### src/rtl/boot_sequencer_pkg.sv
// Shared types and constants for the boot sequencer: state encoding,
// default widths and the load-count saturation helper.
package boot_sequencer_pkg;

    localparam int DEF_DATA_WIDTH  = 32;
    localparam int DEF_ADDR_WIDTH  = 12;
    localparam int DEF_DEPTH_WORDS = 1024;
    localparam int COUNT_WIDTH     = 11;

    typedef enum logic [2:0] {
        ST_IDLE       = 3'd0,
        ST_LOAD_DATA  = 3'd1,
        ST_LOAD_INSTR = 3'd2,
        ST_PRIME      = 3'd3,
        ST_RUN        = 3'd4,
        ST_HALTED     = 3'd5
    } seq_state_t;

    function automatic logic [COUNT_WIDTH-1:0] sat_count(
        input logic [COUNT_WIDTH-1:0] count,
        input logic [COUNT_WIDTH-1:0] limit
    );
        return (count > limit) ? limit : count;
    endfunction

endpackage

### src/rtl/boot_sequencer_load_word_counter.sv
// Word index with terminal-count compare; one instance serves both the
// data and the instruction load phases.
module load_word_counter #(
    parameter int WIDTH = 11
) (
    input  logic             clk,
    input  logic             rst,
    input  logic             clear,
    input  logic             incr,
    input  logic [WIDTH-1:0] terminal,
    output logic [WIDTH-1:0] index,
    output logic             last
);

    // Clear wins over increment so a phase change restarts at word 0.
    always_ff @(posedge clk) begin
        if (rst) begin
            index <= '0;
        end else if (clear) begin
            index <= '0;
        end else if (incr) begin
            index <= index + WIDTH'(1);
        end
    end

    assign last = ((index + WIDTH'(1)) == terminal);

endmodule

### src/rtl/boot_sequencer.sv
// Loads data then instruction BRAM from a host word stream, then primes,
// runs and halts the rv32i_sc core. All outputs are registered.
module boot_sequencer
    import boot_sequencer_pkg::*;
#(
    parameter int DATA_WIDTH  = DEF_DATA_WIDTH,
    parameter int ADDR_WIDTH  = DEF_ADDR_WIDTH,
    parameter int DEPTH_WORDS = DEF_DEPTH_WORDS
) (
    input  logic                   clk,
    input  logic                   rst,
    input  logic                   start,
    input  logic [COUNT_WIDTH-1:0] data_count,
    input  logic [COUNT_WIDTH-1:0] instr_count,
    input  logic [31:0]            run_cycles,
    input  logic                   halt_req,
    input  logic                   s_valid,
    output logic                   s_ready,
    input  logic [DATA_WIDTH-1:0]  s_data,
    output logic [ADDR_WIDTH-1:0]  d_w_addr,
    output logic [DATA_WIDTH-1:0]  d_w_dat,
    output logic                   d_w_enb,
    output logic [3:0]             d_w_byte_enb,
    output logic [ADDR_WIDTH-1:0]  i_w_addr,
    output logic [DATA_WIDTH-1:0]  i_w_dat,
    output logic                   i_w_enb,
    output logic [3:0]             i_w_byte_enb,
    output logic                   d_bram_init_done,
    output logic                   cpu_rst,
    output logic                   pc_stall,
    output logic                   rd_enbl,
    output logic                   i_r_enb,
    output logic                   busy,
    output logic                   done,
    output logic [2:0]             state
);

    localparam logic [COUNT_WIDTH-1:0] WORD_LIMIT = COUNT_WIDTH'(DEPTH_WORDS);

    seq_state_t             state_q, state_n;
    logic [COUNT_WIDTH-1:0] data_q, data_n, instr_q, instr_n;
    logic [COUNT_WIDTH-1:0] data_sat, instr_sat, load_terminal, load_idx;
    logic [31:0]            run_q, run_n, cyc_q, cyc_n;
    logic                   load_clear, load_last, xfer, start_ok;
    logic                   d_wr, i_wr;
    logic [ADDR_WIDTH-1:0]  word_addr;
    logic                   s_ready_n, cpu_rst_n, pc_stall_n, run_en_n;
    logic                   busy_n, done_n, init_done_n;

    assign data_sat      = sat_count(data_count, WORD_LIMIT);
    assign instr_sat     = sat_count(instr_count, WORD_LIMIT);
    assign xfer          = s_valid & s_ready;
    assign d_wr          = xfer & (state_q == ST_LOAD_DATA);
    assign i_wr          = xfer & (state_q == ST_LOAD_INSTR);
    assign load_terminal = (state_q == ST_LOAD_DATA) ? data_q : instr_q;
    assign word_addr     = ADDR_WIDTH'({load_idx, 2'b00});
    assign state         = state_q;

    load_word_counter #(
        .WIDTH(COUNT_WIDTH)
    ) u_word_counter (
        .clk     (clk),
        .rst     (rst),
        .clear   (load_clear),
        .incr    (xfer),
        .terminal(load_terminal),
        .index   (load_idx),
        .last    (load_last)
    );

    // Next state plus the next value of every registered output, decoded
    // from where the sequencer will be after this edge.
    always_comb begin
        state_n    = state_q;
        data_n     = data_q;
        instr_n    = instr_q;
        run_n      = run_q;
        cyc_n      = cyc_q;
        load_clear = 1'b0;
        start_ok   = 1'b0;

        unique case (state_q)
            ST_IDLE, ST_HALTED: begin
                if (start) begin
                    start_ok   = 1'b1;
                    load_clear = 1'b1;
                    data_n     = data_sat;
                    instr_n    = instr_sat;
                    run_n      = run_cycles;
                    cyc_n      = '0;
                    if (data_sat != '0) begin
                        state_n = ST_LOAD_DATA;
                    end else if (instr_sat != '0) begin
                        state_n = ST_LOAD_INSTR;
                    end else begin
                        state_n = ST_PRIME;
                    end
                end
            end
            ST_LOAD_DATA: begin
                if (xfer && load_last) begin
                    load_clear = 1'b1;
                    state_n    = (instr_q != '0) ? ST_LOAD_INSTR : ST_PRIME;
                end
            end
            ST_LOAD_INSTR: begin
                if (xfer && load_last) begin
                    load_clear = 1'b1;
                    state_n    = ST_PRIME;
                end
            end
            ST_PRIME: begin
                cyc_n   = '0;
                state_n = ST_RUN;
            end
            ST_RUN: begin
                cyc_n = cyc_q + 32'd1;
                if (halt_req || ((run_q != '0) && (cyc_n == run_q))) begin
                    state_n = ST_HALTED;
                end
            end
            default: state_n = ST_IDLE;
        endcase

        s_ready_n  = (state_n == ST_LOAD_DATA) || (state_n == ST_LOAD_INSTR);
        cpu_rst_n  = (state_n == ST_PRIME);
        pc_stall_n = (state_n != ST_RUN);
        run_en_n   = (state_n == ST_RUN);
        busy_n     = (state_n != ST_IDLE) && (state_n != ST_HALTED);
        done_n     = (state_n == ST_HALTED);

        // The datapath owns the data BRAM once data loading is over.
        init_done_n = d_bram_init_done;
        if (start_ok) begin
            init_done_n = 1'b0;
        end
        if ((state_n == ST_LOAD_INSTR) || (state_n == ST_PRIME)) begin
            init_done_n = 1'b1;
        end
    end

    always_ff @(posedge clk) begin
        if (rst) begin
            state_q          <= ST_IDLE;
            data_q           <= '0;
            instr_q          <= '0;
            run_q            <= '0;
            cyc_q            <= '0;
            s_ready          <= 1'b0;
            d_w_addr         <= '0;
            d_w_dat          <= '0;
            d_w_enb          <= 1'b0;
            d_w_byte_enb     <= 4'h0;
            i_w_addr         <= '0;
            i_w_dat          <= '0;
            i_w_enb          <= 1'b0;
            i_w_byte_enb     <= 4'h0;
            d_bram_init_done <= 1'b0;
            cpu_rst          <= 1'b0;
            pc_stall         <= 1'b1;
            rd_enbl          <= 1'b0;
            i_r_enb          <= 1'b0;
            busy             <= 1'b0;
            done             <= 1'b0;
        end else begin
            state_q          <= state_n;
            data_q           <= data_n;
            instr_q          <= instr_n;
            run_q            <= run_n;
            cyc_q            <= cyc_n;
            s_ready          <= s_ready_n;
            d_w_enb          <= d_wr;
            d_w_byte_enb     <= d_wr ? 4'hF : 4'h0;
            i_w_enb          <= i_wr;
            i_w_byte_enb     <= i_wr ? 4'hF : 4'h0;
            d_bram_init_done <= init_done_n;
            cpu_rst          <= cpu_rst_n;
            pc_stall         <= pc_stall_n;
            rd_enbl          <= run_en_n;
            i_r_enb          <= run_en_n;
            busy             <= busy_n;
            done             <= done_n;
            if (d_wr) begin
                d_w_addr <= word_addr;
                d_w_dat  <= s_data;
            end
            if (i_wr) begin
                i_w_addr <= word_addr;
                i_w_dat  <= s_data;
            end
        end
    end

endmodule

### config.mk
export PLATFORM = sky130hd
export DESIGN_NAME = boot_sequencer
export DESIGN_NICKNAME = d
export VERILOG_FILES = /design/src/rtl/boot_sequencer_pkg.sv /design/src/rtl/boot_sequencer_load_word_counter.sv /design/src/rtl/boot_sequencer.sv
export SDC_FILE = /design/constraint.sdc
export NUM_CORES = 1
export LEC_CHECK = 0
export BUFFER_PORTS_ARGS = -buffer_cell sky130_fd_sc_hd__buf_2
export CORE_UTILIZATION = 50
export CTS_CLUSTER_DIAMETER = 120
export CTS_CLUSTER_SIZE = 30
export DETAILED_ROUTE_END_ITERATION = 12
export PLACE_DENSITY_LB_ADDON = 0.2
export SETUP_SLACK_MARGIN = 0.3
export SYNTH_ARGS = -nofsm -noshare
export SYNTH_HDL_FRONTEND = slang
export SYNTH_SLANG_ARGS = --single-unit
### constraint.sdc
create_clock -name clk -period 5.4 [get_ports clk]
set_input_delay 1.08 -clock clk [delete_from_list [all_inputs] [get_ports clk]]
set_output_delay 1.08 -clock clk [all_outputs]
set_load 0.05 [all_outputs]
Yosys cells after proc, flatten, opt, wreduce, memory -nomap -nowiden
Cells that the tools add are included.
Widths: inputs -> output; s select.

word-level totals
  output and inout port bits = 109
  bits in registers = 201
  input port bits = 91

cells by class
  add/sub/neg operators = 2
  $lt $le $gt $ge = 2
  multiplexer cells = 21
  equality and inequality tests = 15
  reduce and logical (&&, ||, !) cells = 19
  bitwise operators = 3

operators by type and width
  operator               number
  $pmux 32 s3            1
  $mux 11                3
  $reduce_bool 11->1     3
  $add 32x1->32 const B  1
  $eq 32x32->1           1
  $mux 32                1
  $reduce_bool 32->1     1
  $gt 11x11->1 const B   2
  $pmux 3 s5             1
  $eq 3x2->1 const B     4
  $eq 3x3->1 const B     4
  $mux 3                 4
  $add 11x1->11 const B  1
  $eq 11x11->1           1
  $mux 4                 2
  $mux 1                 7
  $eq 3x1->1 const B     2
  $ne 3x3->1 const B     2
  $reduce_bool 3->1      2
  $reduce_or 2->1        3
  $reduce_and 2->1       2
  $and 1x1->1            3
  $logic_and 1x1->1      3
  $logic_not 3->1        1
  5 further kinds        7

Logic depth before layout (Yosys ltp)
Gate-level depths: netlist of the first run.

  depth after elaboration = 10
  mapped depth = 11

Cells and area by module
Synthesis of the first run repeated with hierarchy kept, for this count alone.

unflattened totals
  cell total of the unflattened synthesis = 1189
  area total of the unflattened synthesis = 9127.5 µm²

modules (own cells, without submodules)
  module             cells each  area an instance (µm²)  times used
  boot_sequencer     1093        8334.2                  1
  load_word_counter  96          793.3                   1

Least setup slack after synthesis of the first run
Ideal clock, no wire load.

  kind = register to register
  start point = register cyc_q[0]
  end point = register s_ready
  required time = 5277 ps
  cell stages (with the launch flop) = 12
  data arrival time = 3251 ps
  path slack = 2026 ps
  path through = dfxtp_1 > ha_1 > buf_2 > nand4_2 > or4_4 > nor4_4 > xnor2_1 > a2111oi_0 > nand4_1 > or3_4 > nand3_1 > mux2_1

on the way
  word-level cells in the longest chain between the ends = 8

RTL lines
  item                                      line                   text
  start, declared                           boot_sequencer.sv:43   logic [31:0] run_q, run_n, cyc_q, cyc_n;
  start signal, assigned                    boot_sequencer.sv:170  cyc_q <= cyc_n;
  $add 32x1->32 (*)                         boot_sequencer.sv:117  cyc_n = cyc_q + 32'd1;
  $eq 32x32->1 (*)                          boot_sequencer.sv:118  if (halt_req || ((run_q != '0) && (cyc_n == run_q))) begin
  $logic_and 1x1->1 (*)                     boot_sequencer.sv:118
  $logic_or 1x1->1 (*)                      boot_sequencer.sv:118
  $mux 3 (*)                                boot_sequencer.sv:118
  $pmux 3 s5 (*)                            boot_sequencer.sv:82   unique case (state_q)
  $eq 3x1->1 or $eq 3x2->1 (tied branches)  boot_sequencer.sv:125  s_ready_n = (state_n == ST_LOAD_DATA) || (state_n == ST_LOAD_INSTR);
  $logic_or 1x1->1 (*)                      boot_sequencer.sv:125
  end signal, assigned                      boot_sequencer.sv:171  s_ready <= s_ready_n;
  end, declared                             boot_sequencer.sv:18   output logic s_ready,

Mark *: on every way between the ends. The rest lies on a longest branch, timed or not.
A chain may end at the register's enable or synchronous reset.

Worst setup path after layout of the first run
Ends and elaborated chain as after synthesis.

==> run_summary.xml, run 1 <==
<?xml version="1.0" encoding="UTF-8"?>
<metrics>
  <group name="placement">
    <metric name="placed_cells_incl_taps" unit="">1530</metric>
    <metric name="dp.final_hpwl" unit="µm">17400</metric>
    <metric name="globalplace.congestion" unit="">0.948</metric>
    <metric name="portBuffers" unit="">195</metric>
  </group>
  <group name="floorplan">
    <metric name="fp.dieH" unit="µm">138</metric>
    <metric name="design.core.area" unit="mm²">0.0180</metric>
    <metric name="ioPinCount" unit="">200</metric>
    <metric name="die_area" unit="mm²">0.0189</metric>
    <metric name="row_count" unit="">49</metric>
    <metric name="die_x" unit="µm">138</metric>
    <metric name="start_util" unit="%">51.0</metric>
  </group>
  <group name="timing">
    <metric name="grt_setup_unrepaired" unit="">no</metric>
    <metric name="final_hold_viol_count" unit="">0</metric>
    <metric name="timing.final.setup_violations" unit="">0</metric>
    <metric name="worstMarginPinSlew" unit="ns">0.878</metric>
    <metric name="skew" unit="ns">0.0166</metric>
    <metric name="slew_headroom" unit="%">41.5</metric>
    <metric name="max_clock_freq" unit="GHz">0.252</metric>
    <metric name="setup_total_negative_slack" unit="ns">0</metric>
    <metric name="slew_violations" unit="">0</metric>
    <metric name="fin_crit_sh" unit="%">73.5</metric>
    <metric name="layout_min_cycle_time" unit="ns">3.97</metric>
  </group>
  <group name="routing">
    <metric name="post_drt_via_cell_ratio" unit="">5.59</metric>
    <metric name="totalWireLength" unit="µm">24900</metric>
    <metric name="drt-pass1-iter-count" unit="">5</metric>
    <metric name="detailedRoute.firstIterationViolations" unit="">624</metric>
    <metric name="drtAntennaViolNets" unit="">0</metric>
    <metric name="dr_total_vias" unit="">8724</metric>
    <metric name="post_drt_wl_per_cell" unit="µm">16.0</metric>
    <metric name="drcViolationCount" unit="">0</metric>
  </group>
  <group name="pwr">
    <metric name="internal_power" unit="W">0.00219</metric>
    <metric name="switching_share" unit="%">27.7</metric>
    <metric name="pwr-share-comb" unit="%">9.2</metric>
    <metric name="seq_power_share" unit="%">49.0</metric>
    <metric name="power-per-cell-area" unit="mW/mm²">282</metric>
    <metric name="net-switching-power" unit="W">0.000839</metric>
    <metric name="ir_worst_vdd" unit="µV">278</metric>
    <metric name="p_leak" unit="nW">4.24</metric>
    <metric name="clockPowerShare" unit="%">41.8</metric>
  </group>
  <group name="yosys">
    <metric name="asr_flop_ratio_synth" unit="%">0</metric>
    <metric name="synth_area_per_cell" unit="µm²">7.72</metric>
    <metric name="ys_warn_count" unit="">0</metric>
    <metric name="syn-cell-area" unit="mm²">0.00920</metric>
    <metric name="post_synth_inst_count" unit="">1192</metric>
    <metric name="synth_seq_area_share" unit="%">42.0</metric>
    <metric name="yosys_register_bits" unit="">193</metric>
    <metric name="leading_register_cell_type_out_of_synthesis" unit="">dfxtp_1</metric>
    <metric name="count_of_different_cell_masters_after_synthesis" unit="">68</metric>
    <metric name="synth_enable_flop_cells" unit="">0</metric>
  </group>
  <group name="setup_path">
    <metric name="worst-path-max-fanout" unit="">10</metric>
    <metric name="endpoint_kind" unit="">register</metric>
    <metric name="worst_ep_arrival_time" unit="ns">4.29</metric>
    <metric name="worst_ep_required_time" unit="ns">5.72</metric>
    <metric name="cpPeakStageDelay" unit="ns">0.62</metric>
    <metric name="critical-path-slowest-cell" unit="">or4_4</metric>
    <metric name="setup.worst_path.start_class" unit="">register</metric>
    <metric name="crit_chain" unit="">ha_1 &gt; nand4_2 &gt; or4_4 &gt; nor2_1 &gt; xor2_1 &gt; a2111oi_0 &gt; nand4_1 &gt; or3_4 &gt; nand3_1 &gt; mux2_1</metric>
    <metric name="timing.setup.critical_path_class" unit="">register to register</metric>
  </group>
  <group name="final_layout">
    <metric name="area_taken_by_multi_input_logic_gates" unit="mm²">0.00488</metric>
    <metric name="post_route_cells_drive_above_1_share" unit="%">19.4</metric>
    <metric name="final_core_util" unit="%">59.6</metric>
    <metric name="area_delta_synth_final" unit="%">16.7</metric>
    <metric name="fill_cells" unit="">1678</metric>
    <metric name="antenna-diode-count" unit="">0</metric>
    <metric name="nNetsFinal" unit="">1413</metric>
    <metric name="final_common_cell" unit="">nand2_1</metric>
    <metric name="layout.cells.non_filler" unit="">1562</metric>
    <metric name="register_area" unit="mm²">0.00386</metric>
    <metric name="mostFrequentLayoutCells" unit="">nand2_1 (290), buf_2 (194), dfxtp_1 (193)</metric>
  </group>
  <group name="clocking">
    <metric name="cts_root_buf" unit="">clkbuf_16</metric>
    <metric name="count_of_h_tree_levels_built_during_cts" unit="">4</metric>
    <metric name="worst_skew_pair.late_latency" unit="ns">0.44</metric>
    <metric name="cts_repair_resized_insts" unit="">0</metric>
    <metric name="cts.sinks" unit="">193</metric>
    <metric name="ctsHoldBuffers" unit="">0</metric>
    <metric name="cts-root-to-sink-buffers" unit="">2</metric>
    <metric name="clk_pin_slew_worst_paths" unit="ns">0.08</metric>
    <metric name="post_cts.repair.setup_buffers" unit="">0</metric>
    <metric name="cts_tree" unit="">done</metric>
    <metric name="cts_buffers" unit="">17</metric>
  </group>
  <group name="outcome">
    <metric name="status" unit="">completed</metric>
  </group>
  <group name="global_route">
    <metric name="first_pass_grt_wire_length" unit="µm">39400</metric>
    <metric name="grt.overflow.total" unit="">0</metric>
    <metric name="pin_count_of_the_biggest_net_entering_global_routing" unit="">67</metric>
    <metric name="grt_pass1_vias" unit="">7666</metric>
    <metric name="grt_util_all_layers" unit="%">26.5</metric>
    <metric name="antenna_found_initial" unit="">0</metric>
  </group>
  <group name="min_path">
    <metric name="worstHoldPathType" unit="">register to register</metric>
  </group>
  <group name="job">
    <metric name="max_cap_viol_count" unit="">0</metric>
  </group>
</metrics>
metrics by stage:
stage	setup slack [ns]	instance area, µm²	power (W)	hold slack [ns]
6_report	1.43	10700	0.00303	0.451
3_5_place_dp	1.50	10100	0.00180	0.443
2_1_floorplan	2.03	9210	0.00170	0.432
5_1_grt	1.12	10700	0.00315	0.469
3_3_place_gp	1.64	10100	0.00179	0.439
4_1_cts	1.47	10700	0.00305	0.453
flip-flops by register name (all words and copies together) (netlist names):
signal,count
i_w_byte_enb,1
s_ready,1
u_word_counter.index,11
d_w_byte_enb,1
i_r_enb,1
i_w_dat,32
cyc_q,32
busy,1
d_w_addr,10
pc_stall,1
cpu_rst,1
d_w_dat,32
state,3
instr_q,11
i_w_addr,10
run_q,32
data_q,11
done,1
d_bram_init_done,1
metal layers:
metal / global-route usage [%] / wire length (µm) / vias to the layer above
met5: 0 / 0 / -
met4: 7.08 / 351 / 0
met3: 7.43 / 2020 / 30
met2: 40.5 / 11300 / 279
met1: 36.4 / 11300 / 4082
li1: - / - / 4333
power by group through the flow:
stage | registers [W] | logic (W) | clock network [W]
floorplan | 0.00153 | 0.000174 | 0
global placement | 0.00152 | 0.000275 | 0
detailed placement | 0.00152 | 0.000278 | 0
CTS | 0.00149 | 0.000279 | 0.00129
global route | 0.00149 | 0.000307 | 0.00135
finish | 0.00149 | 0.000280 | 0.00127
synth_stat cells, types with 6 or more instances:
library cell | number | area share (%)
xnor2_1 | 37 | 3.5
a21oi_1 | 183 | 10
nand3_1 | 22 | 1.2
or4_1 | 7 | 0.57
nand4_1 | 19 | 1.3
or3_1 | 13 | 0.88
mux2i_1 | 18 | 2.0
o21ai_0 | 30 | 1.6
a22oi_1 | 10 | 0.82
nor2b_1 | 7 | 0.48
dfxtp_1 | 193 | 42
and3_1 | 7 | 0.48
buf_2 | 6 | 0.33
nor3_1 | 18 | 0.98
inv_1 | 6 | 0.24
xor2_1 | 30 | 2.9
buf_4 | 15 | 1.2
clkbuf_1 | 73 | 3.0
nor2_1 | 74 | 3.0
nand2_1 | 290 | 12
nor4_1 | 25 | 1.7
nand3b_1 | 20 | 1.6
buf_1 | 8 | 0.33
path summary, 6_finish.rpt:
| kind | startpoint | end | slack [ns] | depth (start not counted) |
|---|---|---|---|---|
| min reg2reg | i_w_addr[9] | i_w_addr[9] | 0.45 | 2 |
| max | cyc_q[0] | s_ready | 1.43 | 10 |
| min | i_w_addr[9] | i_w_addr[9] | 0.45 | 2 |
| max reg2reg | cyc_q[0] | s_ready | 1.43 | 10 |
worst max-delay path: cells and delay by family, from the launching register on:
family,cells,cell delay (ns)
multiplexers,1,0.33
flip-flops,1,0.48
AND/OR/NAND/NOR,6,2.00
AO/OA/AOI/OAI,1,0.50
adder cells (fa/ha/maj),1,0.42
XOR/XNOR,1,0.12
cells by family (layout without fill, tap and decap cells):
family / Yosys count / count (layout) / share of synthesized area [%]
xor gates and xnor gates: 69 / 69 / 6.87
DFF: 193 / 193 / 42.0
muxes: 19 / 19 / 2.08
buffers and inverters: 108 / 246 / 5.10
and+or+nand+nor: 541 / 541 / 27.9
adders and majority gates: 2 / 2 / 0.272
AOI/OAI and AO/OA: 259 / 259 / 15.7
other: 1 / 4 / 0.0408
area by class of cell:
cell class,count,area share (%)
flip-flops and latches,193,36.0
clock buffers,18,4.09
well taps,229,2.67
clock inverters,14,1.50
inverters,6,0.210
repair buffers,208,10.0
multi-input cells,894,45.5
Note: power is estimated with default switching activity, not from simulation.
==> run 2: changes to the inputs <==
==> constraint.sdc (replaced) <==
create_clock -name clk -period 3.8 [get_ports clk]
set_input_delay 0.76 -clock clk [delete_from_list [all_inputs] [get_ports clk]]
set_output_delay 0.76 -clock clk [all_outputs]
set_load 0.05 [all_outputs]
==> run 2 against run 1 <==
  * Via count grew 0.50%
  * Count of clock-buffer cells in the layout shrank 1
  * Critical endpoint unchanged
  * Setup slack lost 1.0 ns
  * Final area grew 1.4%
  * Die area is the same
  * Total power grew 41%
  * Clock power grew 38%
  * Fmax grew 17%
  * Register-to-register slack lost 1.0 ns
==> run_summary.xml, run 2 (synthesized netlist as in run 1, its figures left out) <==
<?xml version="1.0" encoding="UTF-8"?>
<metrics>
  <group name="floorplan">
    <metric name="fp.dieH" unit="µm">138</metric>
    <metric name="die_area" unit="mm²">0.0189</metric>
    <metric name="start_util" unit="%">51.0</metric>
    <metric name="ioPinCount" unit="">200</metric>
    <metric name="row_count" unit="">49</metric>
    <metric name="die_x" unit="µm">138</metric>
    <metric name="design.core.area" unit="mm²">0.0180</metric>
  </group>
  <group name="clocking">
    <metric name="cts.sinks" unit="">193</metric>
    <metric name="cts_root_buf" unit="">clkbuf_16</metric>
    <metric name="count_of_h_tree_levels_built_during_cts" unit="">4</metric>
    <metric name="ctsHoldBuffers" unit="">0</metric>
    <metric name="cts-root-to-sink-buffers" unit="">2</metric>
    <metric name="cts_buffers" unit="">17</metric>
    <metric name="cts_tree" unit="">done</metric>
    <metric name="worst_skew_pair.late_latency" unit="ns">0.44</metric>
    <metric name="clk_pin_slew_worst_paths" unit="ns">0.07</metric>
  </group>
  <group name="routing">
    <metric name="met2_length" unit="µm">11400</metric>
    <metric name="drt-met1-wl" unit="µm">11600</metric>
    <metric name="drt-pass1-iter-count" unit="">5</metric>
    <metric name="detailedRoute.firstIterationViolations" unit="">743</metric>
    <metric name="met3_wirelength" unit="µm">1930</metric>
    <metric name="dr_total_vias" unit="">8768</metric>
    <metric name="drcViolationCount" unit="">0</metric>
    <metric name="top_layer" unit="">met4</metric>
    <metric name="post_drt_wl_per_cell" unit="µm">16.1</metric>
    <metric name="post_drt_via_cell_ratio" unit="">5.55</metric>
    <metric name="totalWireLength" unit="µm">25400</metric>
    <metric name="drtAntennaViolNets" unit="">0</metric>
  </group>
  <group name="timing">
    <metric name="slew_violations" unit="">0</metric>
    <metric name="final_hold_viol_count" unit="">0</metric>
    <metric name="max_clock_freq" unit="GHz">0.294</metric>
    <metric name="timing.final.setup_violations" unit="">0</metric>
    <metric name="fin_crit_sh" unit="%">89.4</metric>
    <metric name="worstMarginPinSlew" unit="ns">0.896</metric>
    <metric name="skew" unit="ns">0.00815</metric>
    <metric name="layout_min_cycle_time" unit="ns">3.40</metric>
    <metric name="slew_headroom" unit="%">40.3</metric>
    <metric name="grt_setup_unrepaired" unit="">no</metric>
    <metric name="setup_total_negative_slack" unit="ns">0</metric>
  </group>
  <group name="final_layout">
    <metric name="final_core_util" unit="%">60.4</metric>
    <metric name="mostFrequentLayoutCells" unit="">nand2_1 (290), buf_2 (194), dfxtp_1 (184)</metric>
    <metric name="nNetsFinal" unit="">1429</metric>
    <metric name="area_delta_synth_final" unit="%">18.3</metric>
    <metric name="post_route_cells_drive_above_1_share" unit="%">21.1</metric>
    <metric name="register_area" unit="mm²">0.00387</metric>
    <metric name="layout.cells.non_filler" unit="">1579</metric>
    <metric name="area_taken_by_multi_input_logic_gates" unit="mm²">0.00491</metric>
    <metric name="fill_cells" unit="">1697</metric>
    <metric name="final_common_cell" unit="">nand2_1</metric>
  </group>
  <group name="placement">
    <metric name="placed_cells_incl_taps" unit="">1542</metric>
    <metric name="globalplace.congestion" unit="">0.920</metric>
    <metric name="dp.final_hpwl" unit="µm">17700</metric>
    <metric name="portBuffers" unit="">195</metric>
  </group>
  <group name="job">
    <metric name="max_cap_viol_count" unit="">0</metric>
  </group>
  <group name="pwr">
    <metric name="totalPowerFinal" unit="W">0.00426</metric>
    <metric name="power-per-cell-area" unit="mW/mm²">392</metric>
    <metric name="ir_worst_vdd" unit="µV">389</metric>
    <metric name="p_leak" unit="nW">4.33</metric>
  </group>
  <group name="setup_path">
    <metric name="worst_ep_arrival_time" unit="ns">3.72</metric>
    <metric name="worst-path-max-fanout" unit="">6</metric>
    <metric name="endpoint_kind" unit="">register</metric>
    <metric name="worst_ep_required_time" unit="ns">4.12</metric>
    <metric name="setup.worst_path.start_class" unit="">register</metric>
    <metric name="critical-path-slowest-cell" unit="">or4_4</metric>
    <metric name="cpPeakStageDelay" unit="ns">0.64</metric>
    <metric name="crit_chain" unit="">nand4_1 &gt; or4_4 &gt; nor2_1 &gt; xor2_1 &gt; a2111oi_0 &gt; nand4_1 &gt; or3_4 &gt; nand3_1 &gt; mux2_1</metric>
    <metric name="timing.setup.critical_path_class" unit="">register to register</metric>
    <metric name="cp_common_cell" unit="">nand4_1</metric>
  </group>
  <group name="global_route">
    <metric name="grt_util_all_layers" unit="%">26.8</metric>
    <metric name="antenna_found_initial" unit="">1</metric>
    <metric name="first_pass_grt_wire_length" unit="µm">39800</metric>
    <metric name="grt.overflow.total" unit="">0</metric>
    <metric name="pin_count_of_the_biggest_net_entering_global_routing" unit="">99</metric>
    <metric name="grt_pass1_vias" unit="">7725</metric>
  </group>
  <group name="min_path">
    <metric name="worstHoldPathType" unit="">register to register</metric>
  </group>
  <group name="outcome">
    <metric name="status" unit="">completed</metric>
  </group>
</metrics>
run 2: repair_timing:
action | in CTS | in global routing
gates resized for setup | 2 | 12
pin swaps | 2 | 5
setup endpoints to repair | 1 | 2
buffers inserted | 3 | 1
run 2: through the flow:
step	hold slack, ns	cell area, µm²	worst slack, ns
2_1_floorplan	0.432	9210	0.426
3_5_place_dp	0.443	10200	0.284
4_1_cts	0.453	10800	0.316
5_1_grt	0.467	10900	0.277
6_report	0.451	10900	0.404
3_3_place_gp	0.438	10200	0.411
run 2: where the power goes:
group / switching (W) / internal, W
registers: 0.0000479 / 0.00206
clock network: 0.000874 / 0.000875
logic: 0.000254 / 0.000148
total: 0.00118 / 0.00309
run 2: cell type report:
| type | count | area share (%) |
|---|---|---|
| multi-input cells | 894 | 45.1 |
| flip-flops and latches | 193 | 35.6 |
| repair buffers | 224 | 11.1 |
| clock buffers | 17 | 3.91 |
| well taps | 229 | 2.63 |
| clock inverters | 14 | 1.37 |
| inverters | 6 | 0.207 |
| diodes | 2 | 0.0460 |
run 2: worst max-delay path, delay by kind of cell, from the launching register on:
| family | cells | cell delay, ns |
|---|---|---|
| AOI/OAI and AO/OA | 1 | 0.44 |
| xor gates and xnor gates | 1 | 0.11 |
| DFF | 1 | 0.43 |
| muxes | 1 | 0.32 |
| and+or+nand+nor | 6 | 1.98 |
run 2: worst paths after layout:
check / start / endpoint / slack (ns) / depth (start not counted)
min: i_w_addr[9] / i_w_addr[9] / 0.45 / 2
max: cyc_q[8] / s_ready / 0.40 / 9
min reg2reg: i_w_addr[9] / i_w_addr[9] / 0.45 / 2
max reg2reg: cyc_q[8] / s_ready / 0.40 / 9
run 2: layer usage:
layer,vias to the layer above,global-route usage [%]
met2,306,40.5
met4,0,7.88
met5,-,0
li1,4362,-
met3,34,7.40
met1,4066,37.0
==> run 3: changes to the inputs <==
--- a/config.mk
+++ b/config.mk
@@ -5,11 +5,12 @@
 export SDC_FILE = /design/constraint.sdc
 export NUM_CORES = 1
 export LEC_CHECK = 0
-export BUFFER_PORTS_ARGS = -buffer_cell sky130_fd_sc_hd__buf_2
 export CORE_UTILIZATION = 50
 export CTS_CLUSTER_DIAMETER = 120
 export CTS_CLUSTER_SIZE = 30
 export DETAILED_ROUTE_END_ITERATION = 12
+export DONT_BUFFER_PORTS = 1
+export GPL_TIMING_DRIVEN = 0
 export PLACE_DENSITY_LB_ADDON = 0.2
 export SETUP_SLACK_MARGIN = 0.3
 export SYNTH_ARGS = -nofsm -noshare
==> run 3 against run 2 <==
  * Largest power group unchanged
  * Critical path depth increased by 2
  * Sequential cell count is the same
  * Worst hold slack worse by 0.020 ns
  * Routed wire length is 6.1% higher
  * Highest routed layer unchanged
==> run_summary.xml, run 3 (synthesized netlist as in run 1, its figures left out) <==
<?xml version="1.0" encoding="UTF-8"?>
<metrics>
  <group name="final_layout">
    <metric name="layout.cells.non_filler" unit="">1475</metric>
    <metric name="post_route_cells_drive_above_1_share" unit="%">9.32</metric>
    <metric name="final_common_cell" unit="">nand2_1</metric>
    <metric name="register_area" unit="mm²">0.00387</metric>
    <metric name="area_taken_by_multi_input_logic_gates" unit="mm²">0.00501</metric>
    <metric name="mostFrequentLayoutCells" unit="">nand2_1 (290), dfxtp_1 (188), a21oi_1 (182)</metric>
    <metric name="nNetsFinal" unit="">1324</metric>
    <metric name="area_delta_synth_final" unit="%">13.6</metric>
    <metric name="fill_cells" unit="">1712</metric>
    <metric name="final_non_filler_cell_area" unit="mm²">0.0104</metric>
    <metric name="final_core_util" unit="%">58.0</metric>
  </group>
  <group name="timing">
    <metric name="skew" unit="ns">0.0120</metric>
    <metric name="fin_crit_sh" unit="%">91.6</metric>
    <metric name="slew_headroom" unit="%">43.6</metric>
    <metric name="max_clock_freq" unit="GHz">0.287</metric>
    <metric name="layout_min_cycle_time" unit="ns">3.48</metric>
    <metric name="worstMarginPinSlew" unit="ns">0.840</metric>
    <metric name="final_hold_viol_count" unit="">0</metric>
    <metric name="slew_violations" unit="">0</metric>
    <metric name="grt_setup_unrepaired" unit="">yes</metric>
    <metric name="timing.final.setup_violations" unit="">0</metric>
    <metric name="finalWorstSetupSlack" unit="ns">0.319</metric>
  </group>
  <group name="setup_path">
    <metric name="endpoint_kind" unit="">register</metric>
    <metric name="timing.setup.critical_path_class" unit="">register to register</metric>
    <metric name="r2r_start" unit="">cyc_q[0]</metric>
    <metric name="setup.worst_path.start_class" unit="">register</metric>
    <metric name="worst_ep_required_time" unit="ns">4.13</metric>
    <metric name="setup.reg_to_reg.worst_slack" unit="ns">0.32</metric>
    <metric name="r2r.worst_path.cells" unit="">11</metric>
    <metric name="regToRegEndpoint" unit="">s_ready</metric>
    <metric name="worst_ep_arrival_time" unit="ns">3.81</metric>
    <metric name="worst-path-max-fanout" unit="">5</metric>
  </group>
  <group name="pwr">
    <metric name="p_leak" unit="nW">3.63</metric>
    <metric name="power-per-cell-area" unit="mW/mm²">418</metric>
    <metric name="totalPowerFinal" unit="W">0.00437</metric>
    <metric name="ir_worst_vdd" unit="µV">353</metric>
  </group>
  <group name="clocking">
    <metric name="clk_pin_slew_worst_paths" unit="ns">0.09</metric>
    <metric name="count_of_h_tree_levels_built_during_cts" unit="">4</metric>
    <metric name="worst_skew_pair.late_latency" unit="ns">0.44</metric>
    <metric name="cts_buffers" unit="">17</metric>
    <metric name="cts_tree" unit="">done</metric>
    <metric name="cts-root-to-sink-buffers" unit="">2</metric>
    <metric name="cts.sinks" unit="">193</metric>
    <metric name="cts_root_buf" unit="">clkbuf_16</metric>
  </group>
  <group name="global_route">
    <metric name="grt_pass1_vias" unit="">7618</metric>
    <metric name="antenna_found_initial" unit="">2</metric>
    <metric name="first_pass_grt_wire_length" unit="µm">40200</metric>
    <metric name="grt_util_all_layers" unit="%">28.0</metric>
    <metric name="grt.overflow.total" unit="">0</metric>
    <metric name="pin_count_of_the_biggest_net_entering_global_routing" unit="">24</metric>
  </group>
  <group name="floorplan">
    <metric name="die_area" unit="mm²">0.0189</metric>
    <metric name="ioPinCount" unit="">200</metric>
    <metric name="start_util" unit="%">51.0</metric>
    <metric name="row_count" unit="">49</metric>
    <metric name="die_x" unit="µm">138</metric>
    <metric name="design.core.area" unit="mm²">0.0180</metric>
    <metric name="fp.dieH" unit="µm">138</metric>
  </group>
  <group name="min_path">
    <metric name="min-delay-start" unit="">s_data[14]</metric>
    <metric name="worstHoldPathType" unit="">input port to register</metric>
    <metric name="hold_endpoint" unit="">i_w_dat[14]</metric>
    <metric name="holdPathStages" unit="">2</metric>
  </group>
  <group name="routing">
    <metric name="drcViolationCount" unit="">0</metric>
    <metric name="totalWireLength" unit="µm">26900</metric>
    <metric name="drtAntennaViolNets" unit="">0</metric>
    <metric name="detailedRoute.firstIterationViolations" unit="">619</metric>
    <metric name="drt-pass1-iter-count" unit="">5</metric>
    <metric name="dr_total_vias" unit="">8453</metric>
    <metric name="post_drt_via_cell_ratio" unit="">5.73</metric>
    <metric name="post_drt_wl_per_cell" unit="µm">18.3</metric>
  </group>
  <group name="placement">
    <metric name="dp.final_hpwl" unit="µm">19800</metric>
    <metric name="dpl_worst_slack" unit="ns">-0.278</metric>
    <metric name="portBuffers" unit="">0</metric>
    <metric name="globalplace.congestion" unit="">0.914</metric>
    <metric name="placed_cells_incl_taps" unit="">1424</metric>
    <metric name="postPlaceCellArea" unit="mm²">0.00949</metric>
  </group>
  <group name="outcome">
    <metric name="status" unit="">completed</metric>
  </group>
  <group name="job">
    <metric name="max_cap_viol_count" unit="">0</metric>
  </group>
</metrics>
-- run 3: metrics by stage --
step | setup TNS (ns) | hold WS (ns)
4_1_cts | 0 | 0.421
5_1_grt | 0 | 0.414
2_1_floorplan | 0 | 0.432
3_5_place_dp | -0.675 | 0.445
6_report | 0 | 0.431
3_3_place_gp | -0.297 | 0.441
-- run 3: final cells by class --
class	count	share of cell area [%]
Antenna cell	2	0.0479
Buffer	102	4.41
Inverter	6	0.216
Clock buffer	17	4.07
Timing Repair Buffer	17	1.34
Sequential cell	193	37.1
Multi-Input combinational cell	894	48.0
Clock inverter	15	2.10
Tap cell	229	2.74
-- run 3: per-layer routing --
layer | wire (µm) | vias to the layer above | global-route usage [%]
li1 | - | 4160 | -
met2 | 12200 | 328 | 42.1
met4 | 577 | 0 | 10.4
met1 | 11600 | 3927 | 37.2
met3 | 2610 | 38 | 9.12
met5 | 0 | - | 0
-- run 3: repair_timing --
| item | CTS | global route |
|---|---|---|
| resized for setup | 19 | 25 |
| gates cloned | 0 | 0 |
| hold endpoints to repair | 0 | 0 |
| hold buffers | 0 | 0 |
| setup buffers | 4 | 13 |
| pin swaps | 7 | 11 |
| endpoints found under the setup margin | 19 | 16 |
-- run 3: worst max path at each step --
stage              from      end
2_1_floorplan  cyc_q[0]  s_ready
3_3_place_gp   cyc_q[0]  s_ready
3_5_place_dp   cyc_q[0]  s_ready
4_1_cts        cyc_q[1]  s_ready
5_1_grt        cyc_q[0]  s_ready
6_report       cyc_q[0]  s_ready
-- run 3: worst max-delay path, cell delays in order (launching register included) --
cell and delay [ns]:
dfxtp_4 0.39, ha_4 0.14, buf_6 0.11, nand4_4 0.14, or4_4 0.60, nor4_4 0.34, xnor2_1 0.13, a2111oi_2 0.37
nand4_1 0.25, or3_4 0.46, nand3_2 0.11, mux2_4 0.31
-- run 3: where the power goes --
group / internal (W) / total [W] / switching [W]
Sequential: 0.00206 / 0.00214 / 0.0000797
Clock: 0.000923 / 0.00189 / 0.000970
Combinational: 0.000119 / 0.000333 / 0.000215
